`src/rtl/simon_sequencer_if.sv`:
```
// Random-value control channel between the Simon random producer
// and the sequencer: a one-cycle ready strobe qualifying a 2-bit colour.
interface controls_if;
   logic       ready;
   logic [1:0] value;

   modport producer (output ready, output value);
   modport consumer (input ready, input value);
endinterface

```
`src/rtl/simon_sequencer.sv`:
```
// Simon sequence store, LED playback and player check.
// Optional input timeout enabled by defining SIMON_SEQ_TIMEOUT_EN.
module simon_sequencer #(
   parameter int MAX_LEN        = 32,
   parameter int ON_CYCLES      = 4,
   parameter int OFF_CYCLES     = 2,
   parameter int TIMEOUT_CYCLES = 1000
) (
   input  logic                         clk,
   input  logic                         rst,
   controls_if.consumer                 ctrl,
   input  logic                         start_round,
   input  logic                         btn_valid,
   input  logic [1:0]                   btn_value,
   output logic [3:0]                   led,
   output logic                         busy,
   output logic                         awaiting_input,
   output logic                         round_ok,
   output logic                         round_fail,
   output logic [$clog2(MAX_LEN+1)-1:0] seq_len,
   output logic                         full
);

   localparam int LW = $clog2(MAX_LEN + 1);
   localparam int IW = $clog2(MAX_LEN);
`ifdef SIMON_SEQ_TIMEOUT_EN
   localparam int TMAX0 = (ON_CYCLES > OFF_CYCLES) ? ON_CYCLES : OFF_CYCLES;
   localparam int TMAX  = (TMAX0 > TIMEOUT_CYCLES) ? TMAX0 : TIMEOUT_CYCLES;
`else
   localparam int TMAX  = (ON_CYCLES > OFF_CYCLES) ? ON_CYCLES : OFF_CYCLES;
`endif
   localparam int TW = $clog2(TMAX + 1);

   localparam logic [2:0] S_IDLE      = 3'd0;
   localparam logic [2:0] S_WAIT_RAND = 3'd1;
   localparam logic [2:0] S_SHOW_ON   = 3'd2;
   localparam logic [2:0] S_SHOW_OFF  = 3'd3;
   localparam logic [2:0] S_INPUT     = 3'd4;

   generate
      if (TIMEOUT_CYCLES < 1 || ON_CYCLES < 1 || OFF_CYCLES < 1 || MAX_LEN < 2) begin : g_bad_cfg
         $error("simon_sequencer: illegal parameter set");
      end
   endgenerate

   logic [2:0]    state_q, state_d;
   logic [LW-1:0] len_q, len_d;
   logic [LW-1:0] idx_q, idx_d;
   logic [TW-1:0] tmr_q, tmr_d;
   logic          ok_q, ok_d;
   logic          fail_q, fail_d;
   logic          wr_en;
   logic [1:0]    mem_q [MAX_LEN];
   logic [1:0]    cur;
   logic [LW-1:0] idx_nxt;

   assign cur     = mem_q[idx_q[IW-1:0]];
   assign idx_nxt = idx_q + LW'(1);

   always_comb begin
      state_d = state_q;
      len_d   = len_q;
      idx_d   = idx_q;
      tmr_d   = tmr_q;
      ok_d    = 1'b0;
      fail_d  = 1'b0;
      wr_en   = 1'b0;
      case (state_q)
         S_IDLE: begin
            if (start_round) begin
               idx_d   = '0;
               tmr_d   = '0;
               state_d = full ? S_SHOW_ON : S_WAIT_RAND;
            end
         end
         S_WAIT_RAND: begin
            if (ctrl.ready) begin
               wr_en   = 1'b1;
               len_d   = len_q + LW'(1);
               idx_d   = '0;
               tmr_d   = '0;
               state_d = S_SHOW_ON;
            end
         end
         S_SHOW_ON: begin
            if (tmr_q == TW'(ON_CYCLES - 1)) begin
               tmr_d   = '0;
               state_d = S_SHOW_OFF;
            end else begin
               tmr_d = tmr_q + TW'(1);
            end
         end
         S_SHOW_OFF: begin
            if (tmr_q == TW'(OFF_CYCLES - 1)) begin
               tmr_d = '0;
               if (idx_nxt == len_q) begin
                  idx_d   = '0;
                  state_d = S_INPUT;
               end else begin
                  idx_d   = idx_nxt;
                  state_d = S_SHOW_ON;
               end
            end else begin
               tmr_d = tmr_q + TW'(1);
            end
         end
         S_INPUT: begin
            if (btn_valid) begin
               tmr_d = '0;
               if (btn_value != cur) begin
                  fail_d  = 1'b1;
                  len_d   = '0;
                  idx_d   = '0;
                  state_d = S_IDLE;
               end else if (idx_nxt == len_q) begin
                  ok_d    = 1'b1;
                  idx_d   = '0;
                  state_d = S_IDLE;
               end else begin
                  idx_d = idx_nxt;
               end
`ifdef SIMON_SEQ_TIMEOUT_EN
            end else if (tmr_q == TW'(TIMEOUT_CYCLES - 1)) begin
               // player went quiet: treat like a wrong press
               tmr_d   = '0;
               fail_d  = 1'b1;
               len_d   = '0;
               idx_d   = '0;
               state_d = S_IDLE;
            end else begin
               tmr_d = tmr_q + TW'(1);
`endif
            end
         end
         default: begin
            state_d = S_IDLE;
            idx_d   = '0;
            tmr_d   = '0;
         end
      endcase
   end

   always_ff @(posedge clk) begin
      if (rst) begin
         state_q <= S_IDLE;
         len_q   <= '0;
         idx_q   <= '0;
         tmr_q   <= '0;
         ok_q    <= 1'b0;
         fail_q  <= 1'b0;
      end else begin
         state_q <= state_d;
         len_q   <= len_d;
         idx_q   <= idx_d;
         tmr_q   <= tmr_d;
         ok_q    <= ok_d;
         fail_q  <= fail_d;
      end
   end

   // sequence contents survive reset and failure; only the length is cleared
   always_ff @(posedge clk) begin
      if (!rst && wr_en) begin
         mem_q[len_q[IW-1:0]] <= ctrl.value;
      end
   end

   assign led            = (state_q == S_SHOW_ON) ? (4'b0001 << cur) : 4'b0000;
   assign busy           = (state_q != S_IDLE);
   assign awaiting_input = (state_q == S_INPUT);
   assign round_ok       = ok_q;
   assign round_fail     = fail_q;
   assign seq_len        = len_q;
   assign full           = (len_q == LW'(MAX_LEN));

endmodule

```
`src/flat_wrapper.sv`:
```
// flat-port wrapper written by rule: the top's interface ports become plain ports
module simon_sequencer_flat 
#(
   parameter int MAX_LEN        = 32,
   parameter int ON_CYCLES      = 4,
   parameter int OFF_CYCLES     = 2,
   parameter int TIMEOUT_CYCLES = 1000
)
  (clk, rst, start_round, btn_valid, btn_value, led, busy, awaiting_input, round_ok, round_fail, seq_len, full, ctrl_ready, ctrl_value);
  controls_if ctrl_i ();
  input  logic clk;
  input  logic rst;
  input  logic start_round;
  input  logic btn_valid;
  input  logic [1:0] btn_value;
  output logic [3:0] led;
  output logic busy;
  output logic awaiting_input;
  output logic round_ok;
  output logic round_fail;
  output logic [$clog2(MAX_LEN+1)-1:0] seq_len;
  output logic full;
  input wire logic [$bits(ctrl_i.ready)-1:0] ctrl_ready;
  input wire logic [$bits(ctrl_i.value)-1:0] ctrl_value;
  assign ctrl_i.ready = ctrl_ready;
  assign ctrl_i.value = ctrl_value;
  simon_sequencer #(.MAX_LEN(MAX_LEN), .ON_CYCLES(ON_CYCLES), .OFF_CYCLES(OFF_CYCLES), .TIMEOUT_CYCLES(TIMEOUT_CYCLES)) u_core (.clk(clk), .rst(rst), .ctrl(ctrl_i), .start_round(start_round), .btn_valid(btn_valid), .btn_value(btn_value), .led(led), .busy(busy), .awaiting_input(awaiting_input), .round_ok(round_ok), .round_fail(round_fail), .seq_len(seq_len), .full(full));
endmodule
```
`config.mk`:
```
export PLATFORM = sky130hd
export DESIGN_NAME = simon_sequencer_flat
export DESIGN_NICKNAME = d
export VERILOG_FILES = /design/src/rtl/simon_sequencer_if.sv /design/src/rtl/simon_sequencer.sv /design/src/flat_wrapper.sv
export SDC_FILE = /design/constraint.sdc
export NUM_CORES = 1
export LEC_CHECK = 0
export CAP_MARGIN = 10
export CORE_MARGIN = 4
export CORE_UTILIZATION = 25
export CTS_CLUSTER_DIAMETER = 50
export CTS_CLUSTER_SIZE = 20
export DETAILED_ROUTE_END_ITERATION = 16
export PLACE_DENSITY = 0.42
export SKIP_LAST_GASP = 1
export SLEW_MARGIN = 20
export SYNTH_ARGS = -nofsm -noshare
export SYNTH_HDL_FRONTEND = slang
export SYNTH_SLANG_ARGS = --single-unit
```
`constraint.sdc`:
```
create_clock -name clk -period 3 [get_ports clk]
set_input_delay 0.3 -clock clk [delete_from_list [all_inputs] [get_ports clk]]
set_output_delay 0.3 -clock clk [all_outputs]
set_load 0.05 [all_outputs]
```
==> summary.md, run 1 <==
| Metric | Value |
|---|---|
| Layout cell share with drive strength beyond 1 | `0.114` |
| Synth top area share | `0.441` |
| Commonest non-fill, non-tap cell in the layout | `edfxtp_1` |
| Die Span Y | `140 microns` |
| Mapped Area | `4360 sq um` |
| Global-route wire length before repair | `18.0 mm` |
| Vias in the first global route | `3088` |
| GR Util met1 | `0.156` |
| Routability cong. | `0.766` |
| Synth area leader | `edfxtp_1` |
| Yosys warns | `0` |
| Die ar. | `19600 sq um` |
| Number of flops mapped to enable cells by yosys | `64` |
| Area delta synth->final | `20.9%` |
| DP HPWL | `7.88 mm` |
| Cell Chain, Critical Path | `buf_12 > mux2i_1 > a22oi_1 > nand2_1 > o31ai_2 > or2_2 > nor4b_2 > buf_12` |
| Final Skew | `0.00742 ns` |
| Largest cells by area after synthesis | `edfxtp_1 (44%), dfxtp_1 (11%), mux2i_1 (8.0%)` |
| HP Start | `u_core.idx_q[5]$_SDFFE_PP0P_` |
| Syn Nets | `402` |
| WP data required | `2.70 ns` |
| Clk Latency, worst-skew pair | `0.34 ns` |
| Final Hold Viols | `0` |
| WP data arrival | `2.59 ns` |
| CP endpoint kind | `primary output` |
| Max-cap violations | `0` |
| Slowest stage delay, CP | `0.43 ns` |
| Avg Cell Area, Syn | `11.4 sq um` |
| Routed vias | `3008` |
| Die width | `140 microns` |
| Remaining routing DRC violations | `0` |
| Core Area | `17200 sq um` |
| Nets | `435` |
| Cell Count, Final, Fillers Out | `646` |
| Largest net degree at the start of global routing | `37` |
| Most frequent cell on the critical path | `buf_12` |
| Pins over their slew limit | `0` |
| Worst VDD drop | `0.296 mV` |
| Peak Freq | `0.346 GHz` |
| Cell Pwr Density | `598 nW/um^2` |
| End-of-flow core utilization | `0.307` |
| Via density | `4.66` |
| RSZ-0062 raised after global routing | `true` |
| Detailed Routing Iterations Pass 1 | `7` |
| Yosys reg bits | `89` |
| Final Cycle Share | `0.964` |
| CTS Sinks | `89` |
| Initial core utilization | `0.254` |
| CTS root buffer | `clkbuf_16` |
| CTS tree | `built` |
| # setup viols final | `0` |
| Gr ovfl total | `0` |
| Final min period | `2.89 ns` |
| Lkg Pwr | `0.00164 uW` |
| Synth cell types | `51` |
| H-tree level count | `3` |
| Post-synth ARST share | `0` |
| Crit Path Max Fanout | `36` |
| Top Usage Layer GRT | `met2` |
| Row count | `48` |
| Worst relative slew slack | `0.479` |
| Startpoint Class | `register` |
| Ant. Diodes | `0` |
| GRT Overall Usage | `0.120` |
| Met2 Track Usage GR | `0.194` |
| Routed Antenna Nets | `0` |
| Seq/Total Area, Yosys | `0.556` |
| Met3 usage | `0.0328` |
| CTS Buffer Depth | `2` |
| Critical path class | `register to primary output` |
| Initial antenna violation count | `0` |
| I/O pins | `24` |
| Num CTS Buffers | `9` |
| Synth Flop Type | `edfxtp_1` |
| DP Cell Count | `630` |
| Post-Syn Instances | `383` |
| Port Buffers | `23` |
| Most frequent cells in the layout | `edfxtp_1 (64), nor2_1 (48), mux2i_1 (35)` |
| Clock-pin slew on the worst setup and hold paths | `0.07 ns` |
| Outcome | `finished clean` |
| Hold Path Class | `register to register` |
| Post-DR wirelength/cell | `17.2 microns` |
| Final wirelength | `11.1 mm` |
| Iteration-0 DRC Markers | `168` |
| Crit-path slowest cell | `o31ai_2` |
| Slew @ Worst Pin | `0.782 ns` |
[final cells by class]
type                       count  area (sq um)
fill                        1804         11900
sequential                    89          2420
multi-input combinational    262          1780
timing repair buffer          39           403
tap                          225           282
clock buffer                   9           225
clock inverter                 7          93.8
inverter                      15          56.3
[power by group]
part	internal (uW)	switching, uW	leakage [uW]	total, uW
Sequential	1340	43.1	0.000778	1380
Combinational	198	363	0.000710	560
Clock	729	474	0.000153	1200
[critical path, delay by kind of cell, from the launching register on]
| kind | cells | cell delay, ns |
|---|---|---|
| compound gates | 2 | 0.61 |
| buf+inv | 2 | 0.43 |
| flops | 1 | 0.34 |
| mux | 1 | 0.11 |
| simple gates | 3 | 0.73 |
[Yosys cell counts (7+ instances only)]
library cell and number:
a211oi_1 9, a21oi_1 9, a22oi_1 11, clkbuf_1 9
dfxtp_1 25, edfxtp_1 64, ha_1 10, inv_1 15
mux2i_1 35, nand2_1 32, nand3_1 20, nor2_1 48
nor2b_1 8, nor3_1 7, o211ai_1 12, xnor2_1 8
[cells by family after synthesis]
kind of cell,after synthesis,synth area share
AO/OA/AOI/OAI,68,0.120
buffers and inverters,32,0.0431
AND/OR/NAND/NOR,139,0.151
multiplexers,35,0.0804
flip-flops,89,0.556
XOR/XNOR,10,0.0201
adder cells (fa/ha/maj),10,0.0287
[state kept, by name (all words and copies together) (netlist names), named ones only]
name	count
u_core.round_ok	1
u_core.idx_q	6
u_core.mem_q	64
u_core.seq_len	6
u_core.tmr_q	3
u_core.round_fail	1
u_core.state_q	3
[metal layers]
metal	vias up	share of wire
li1	1476	-
met1	1448	0.46
met2	72	0.48
met3	12	0.042
met4	0	0.020
met5	-	0
[worst paths after layout]
| kind | endpoint | slack, ns | cells after the start |
|---|---|---|---|
| setup / recovery | led[2] | 0.11 | 8 |
| hold / removal | u_core.idx_q[5]$_SDFFE_PP0P_ | 0.47 | 2 |
| setup reg to reg | register | 0.25 | 10 |
| hold reg to reg | u_core.idx_q[5]$_SDFFE_PP0P_ | 0.47 | 2 |
[metrics by stage]
stage	setup TNS [ns]	power, uW	instance area [sq um]	hold slack, ns	setup WS (ns)
3_3_place_gp	0	1970	4920	0.465	0.154
2_1_floorplan	0	1760	4370	0.399	0.0154
4_1_cts	0	3180	5240	0.475	0.0299
5_1_grt	-0.174	3300	5270	0.522	-0.0659
3_5_place_dp	0	1970	4920	0.461	0.133
6_report	0	3150	5270	0.473	0.109
[what timing repair did]
item                       CTS  global route
hold buffers                 0             0
resized for setup            0             3
buffers inserted             0             0
setup endpoints to repair    0             8
No activity file was read; power rests on OpenSTA's default activity.
==> inputs of run 2 (changes only) <==
--- a/config.mk
+++ b/config.mk
@@ -5,14 +5,13 @@
 export SDC_FILE = /design/constraint.sdc
 export NUM_CORES = 1
 export LEC_CHECK = 0
-export CAP_MARGIN = 10
+export CAP_MARGIN = 20
 export CORE_MARGIN = 4
 export CORE_UTILIZATION = 25
 export CTS_CLUSTER_DIAMETER = 50
 export CTS_CLUSTER_SIZE = 20
 export DETAILED_ROUTE_END_ITERATION = 16
 export PLACE_DENSITY = 0.42
-export SKIP_LAST_GASP = 1
 export SLEW_MARGIN = 20
 export SYNTH_ARGS = -nofsm -noshare
 export SYNTH_HDL_FRONTEND = slang
==> run 2 against run 1 <==
Global-route usage unchanged. Clock skew about the same. Non-clock buffer count unchanged. Register-to-register slack improved by 0.07 ns. Die area unchanged. Count of clock-buffer cells in the layout unchanged. Sequential cell count unchanged. Sequential share of layout area decreased by 0.20 points. Clock power about the same. Combinational power increased by 0.9%. Power increased by 0.17%.
==> summary.md, run 2 (synthesized netlist as in run 1, its figures left out) <==
| Metric | Value |
|---|---|
| Post_cts resized | `0` |
| Worst relative slew slack | `0.492` |
| CP endpoint kind | `primary output` |
| Ant. Diodes | `0` |
| Lkg Pwr | `0.00164 uW` |
| Routed Antenna Nets | `0` |
| Die ar. | `19600 sq um` |
| Die width | `140 microns` |
| Detailed Routing Iterations Pass 1 | `6` |
| Clock-pin slew on the worst setup and hold paths | `0.07 ns` |
| Gr ovfl total | `0` |
| Initial core utilization | `0.254` |
| Most frequent cells in the layout | `edfxtp_1 (64), nor2_1 (48), mux2i_1 (35)` |
| GRT Overall Usage | `0.120` |
| Commonest non-fill, non-tap cell in the layout | `edfxtp_1` |
| Cell Chain, Critical Path | `buf_12 > mux2i_1 > a22oi_1 > nand2_1 > o31ai_4 > or2_2 > nor4b_2 > buf_12` |
| Clk Latency, worst-skew pair | `0.34 ns` |
| Via density | `4.66` |
| Routability cong. | `0.766` |
| Hold buffer count at cts | `0` |
| Post-DP Area | `4920 sq um` |
| Area of the multi-input gates | `1800 sq um` |
| Pins over their slew limit | `0` |
| Final min period | `2.86 ns` |
| Hold Path Class | `register to register` |
| Slew @ Worst Pin | `0.762 ns` |
| H-tree level count | `3` |
| Crit Path Max Fanout | `36` |
| Final wirelength | `11.2 mm` |
| Total power | `3150 uW` |
| Most frequent cell on the critical path | `buf_12` |
| WP data arrival | `2.56 ns` |
| CTS Buffer Depth | `2` |
| Pre-CTS setup slack | `0.133 ns` |
| WP data required | `2.70 ns` |
| Final Instance Area | `5290 sq um` |
| # setup viols final | `0` |
| CTS Sinks | `89` |
| Max-cap violations | `0` |
| Iteration-0 DRC Markers | `170` |
| CTS tree | `built` |
| Crit-path slowest cell | `o31ai_4` |
| Slowest stage delay, CP | `0.37 ns` |
| Remaining routing DRC violations | `0` |
| Nets | `435` |
| Worst VDD drop | `0.295 mV` |
| Routed vias | `3008` |
| Port Buffers | `23` |
| Startpoint Class | `register` |
| Max FFs per register | `64` |
| Core Area | `17200 sq um` |
| CTS root buffer | `clkbuf_16` |
| Outcome | `finished clean` |
| Post-DR wirelength/cell | `17.3 microns` |
| Global-route wire length before repair | `18.0 mm` |
| I/O pins | `24` |
| Final Skew | `0.00694 ns` |
| Area delta synth->final | `21.4%` |
| Fill cell count | `1802` |
| DP HPWL | `7.88 mm` |
| Row count | `48` |
| Peak Freq | `0.349 GHz` |
| Initial antenna violation count | `0` |
| Cell Pwr Density | `596 nW/um^2` |
| Num CTS Buffers | `9` |
| Postcts setup bufs | `0` |
| Setup ws final | `0.139 ns` |
| Setup TNS | `0 ns` |
| Final Cycle Share | `0.954` |
| Final Hold Viols | `0` |
| Layout cell share with drive strength beyond 1 | `0.116` |
| Die Span Y | `140 microns` |
| HP Start | `u_core.idx_q[5]$_SDFFE_PP0P_` |
| Largest net degree at the start of global routing | `37` |
| RSZ-0062 raised after global routing | `true` |
| Critical path class | `register to primary output` |
| Reg area | `2420 sq um` |
| Vias in the first global route | `3088` |
[run 2: cell types whose count changed in the layout (fill, tap and decap cells not counted)]
cell and delta:
nor4_2 -1, o31ai_1 -1, nor4_4 +1, o31ai_4 +1
[run 2: per-layer routing]
metal	GRT usage	part of all wire	vias to the layer above
met5	0	0	-
met3	0.0328	0.040	12
met4	0.0388	0.020	0
li1	-	-	1479
met1	0.156	0.46	1453
met2	0.194	0.48	64
[run 2: final cells by class]
type | count | share of cell area
Sequential cell | 89 | 0.458
Timing Repair Buffer | 39 | 0.0762
Clock inverter | 7 | 0.0177
Multi-Input combinational cell | 262 | 0.341
Clock buffer | 9 | 0.0426
Inverter | 15 | 0.0106
Tap cell | 225 | 0.0532
[run 2: critical path, delay by kind of cell (launching register included)]
family          cells  cell delay, ns
simple gates        3            0.75
buf+inv             2            0.43
mux                 1            0.12
flops               1            0.34
compound gates      2            0.56
[run 2: report_power, final]
group / internal [uW] / switching (uW)
sequential: 1340 / 42.6
combinational: 198 / 366
clock: 729 / 475
total: 2270 / 884
[run 2: final timing paths]
| kind | slack (ns) | cells past startpoint | to |
|---|---|---|---|
| max | 0.14 | 8 | led[2] |
| max reg2reg | 0.32 | 10 | register |
| min | 0.47 | 2 | u_core.idx_q[5]$_SDFFE_PP0P_ |
| min reg2reg | 0.47 | 2 | u_core.idx_q[5]$_SDFFE_PP0P_ |
[run 2: through the flow]
stage	hold slack (ns)	util	instances
after floorplan	0.399	-	383
final	0.473	0.308	646
after CTS	0.475	0.305	646
after global placement	0.465	0.287	630
after detailed placement	0.461	0.287	630
after global routing	0.522	0.308	646
==> inputs of run 3 (changes only) <==
--- a/config.mk
+++ b/config.mk
@@ -7,11 +7,12 @@
 export LEC_CHECK = 0
 export CAP_MARGIN = 20
 export CORE_MARGIN = 4
-export CORE_UTILIZATION = 25
+export CORE_UTILIZATION = 60
+export CTS_BUF_LIST = sky130_fd_sc_hd__clkbuf_8 sky130_fd_sc_hd__clkbuf_16
 export CTS_CLUSTER_DIAMETER = 50
 export CTS_CLUSTER_SIZE = 20
 export DETAILED_ROUTE_END_ITERATION = 16
-export PLACE_DENSITY = 0.42
+export PLACE_DENSITY = 0.82
 export SLEW_MARGIN = 20
 export SYNTH_ARGS = -nofsm -noshare
 export SYNTH_HDL_FRONTEND = slang
==> run 3 against run 2 <==
Power fell by 17%. Design area fell by 7.2%. Global-route usage rose by 10 points. Final cell count fell by 21%. Via count rose by 1.1%. First-iteration DRC count rose by 66%. Highest routed layer unchanged. Wire length fell by 19%. Critical path depth rose by 1.
==> summary.md, run 3 (synthesized netlist as in run 1, its figures left out) <==
| Metric | Value |
|---|---|
| Fill cell count | `535` |
| Global-route wire length before repair | `14.8 mm` |
| Initial antenna violation count | `0` |
| Largest net degree at the start of global routing | `37` |
| Die width | `93.2 microns` |
| Final min period | `2.82 ns` |
| Final Cycle Share | `0.940` |
| Commonest non-fill, non-tap cell in the layout | `edfxtp_1` |
| Final Skew | `0.0105 ns` |
| WP data required | `2.70 ns` |
| WP data arrival | `2.52 ns` |
| I/O pins | `24` |
| Crit-path slowest cell | `o31ai_1` |
| # setup viols final | `0` |
| Die ar. | `8690 sq um` |
| Routed vias | `3040` |
| Setup ws final | `0.180 ns` |
| Gr ovfl total | `0` |
| Final Hold Viols | `0` |
| Cell Pwr Density | `536 nW/um^2` |
| RSZ-0062 raised after global routing | `false` |
| Hold buffer count at cts | `0` |
| Crit Path Max Fanout | `36` |
| Outcome | `finished clean` |
| Clk Latency, worst-skew pair | `0.37 ns` |
| Postcts setup bufs | `0` |
| Area delta synth->final | `12.6%` |
| Most frequent cells in the layout | `edfxtp_1 (64), nor2_1 (48), mux2i_1 (35)` |
| CTS root buffer | `clkbuf_8` |
| DP HPWL | `6.37 mm` |
| Hold Path Class | `register to register` |
| Slowest stage delay, CP | `0.47 ns` |
| Total power | `2630 uW` |
| Max FFs per register | `64` |
| Reg area | `2420 sq um` |
| Layout cell share with drive strength beyond 1 | `0.0986` |
| Count of buffer and inverter cells on the critical path | `3` |
| CTS tree | `built` |
| Vias in the first global route | `2936` |
| Die Span Y | `93.2 microns` |
| DP Cell Count | `496` |
| Routability cong. | `0.899` |
| Nets | `430` |
| Worst VDD drop | `0.361 mV` |
| Area of the multi-input gates | `1770 sq um` |
| GRT Overall Usage | `0.224` |
| Post-DR wirelength/cell | `17.8 microns` |
| Post_cts resized | `0` |
| Pre-CTS setup slack | `0.341 ns` |
| Ant. Diodes | `0` |
| Core Area | `6910 sq um` |
| Lkg Pwr | `0.00154 uW` |
| Final wirelength | `9.10 mm` |
| Max-cap violations | `0` |
| Slew @ Worst Pin | `0.580 ns` |
| Row count | `30` |
| Cell Chain, Critical Path | `buf_12 > mux2i_1 > a22oi_1 > nand2_1 > o31ai_1 > buf_4 > o21ai_0 > nor2b_1 > buf_12` |
| Initial core utilization | `0.631` |
| CTS Sinks | `89` |
| CTS Buffer Depth | `2` |
| Most frequent cell on the critical path | `buf_12` |
| CP endpoint kind | `primary output` |
| Num CTS Buffers | `9` |
| Via density | `5.94` |
| Peak Freq | `0.355 GHz` |
| Iteration-0 DRC Markers | `283` |
| Critical path class | `register to primary output` |
| Remaining routing DRC violations | `0` |
| Clock-pin slew on the worst setup and hold paths | `0.08 ns` |
| Family with the most delay on the worst path | `compound AO/OA/AOI/OAI gates` |
| Port Buffers | `23` |
| Worst relative slew slack | `0.614` |
| Startpoint Class | `register` |
| H-tree level count | `3` |
| Pins over their slew limit | `0` |
| Routed Antenna Nets | `0` |
| Detailed Routing Iterations Pass 1 | `4` |
| Cell Count, Final, Fillers Out | `512` |
| Setup TNS | `0 ns` |
-- run 3: metrics by stage --
| stage | hold WS, ns | instance area, sq um | util |
|---|---|---|---|
| floorplan | 0.399 | 4370 | - |
| CTS | 0.476 | 4900 | 0.709 |
| global placement | 0.459 | 4720 | 0.684 |
| finish | 0.478 | 4910 | 0.711 |
| detailed placement | 0.462 | 4720 | 0.684 |
| global route | 0.520 | 4910 | 0.711 |
-- run 3: worst paths after layout --
check	end	start	slack (ns)	cells after the start
worst max register to register	u_core.idx_q[2]$_SDFFE_PP0P_	register	0.32	9
worst min-delay path	u_core.idx_q[5]$_SDFFE_PP0P_	u_core.idx_q[5]$_SDFFE_PP0P_	0.48	2
worst min register to register	u_core.idx_q[5]$_SDFFE_PP0P_	u_core.idx_q[5]$_SDFFE_PP0P_	0.48	2
worst max-delay path	led[3]	register	0.18	9
-- run 3: layout make-up --
| class | count | share of cell area |
|---|---|---|
| Inverter | 15 | 0.0115 |
| Timing Repair Buffer | 34 | 0.0745 |
| Clock buffer | 9 | 0.0252 |
| Tap cell | 96 | 0.0245 |
| Sequential cell | 89 | 0.494 |
| Multi-Input combinational cell | 262 | 0.361 |
| Clock inverter | 7 | 0.00969 |
-- run 3: worst reg2reg max path: stages, from the launching register on --
cell and delay (ns):
dfxtp_2 0.34, buf_12 0.23, mux2i_1 0.14, a22oi_1 0.18
nand2_1 0.10, o31ai_1 0.47, o21ai_0 0.26, o2bb2a_4 0.38
nand2_1 0.08, a311oi_1 0.38
-- run 3: routing by layer --
metal | GRT usage | up-vias | part of all wire | wire [microns]
li1 | - | 1466 | - | -
met1 | 0.318 | 1476 | 0.46 | 4180
met2 | 0.346 | 85 | 0.47 | 4290
met3 | 0.0442 | 13 | 0.055 | 502
met4 | 0.0757 | 0 | 0.014 | 131
met5 | 0 | - | 0 | 0
-- run 3: where the power goes --
part | total (uW) | switching [uW] | internal (uW)
Clock | 732 | 432 | 300
Combinational | 505 | 323 | 182
Sequential | 1390 | 53.6 | 1340
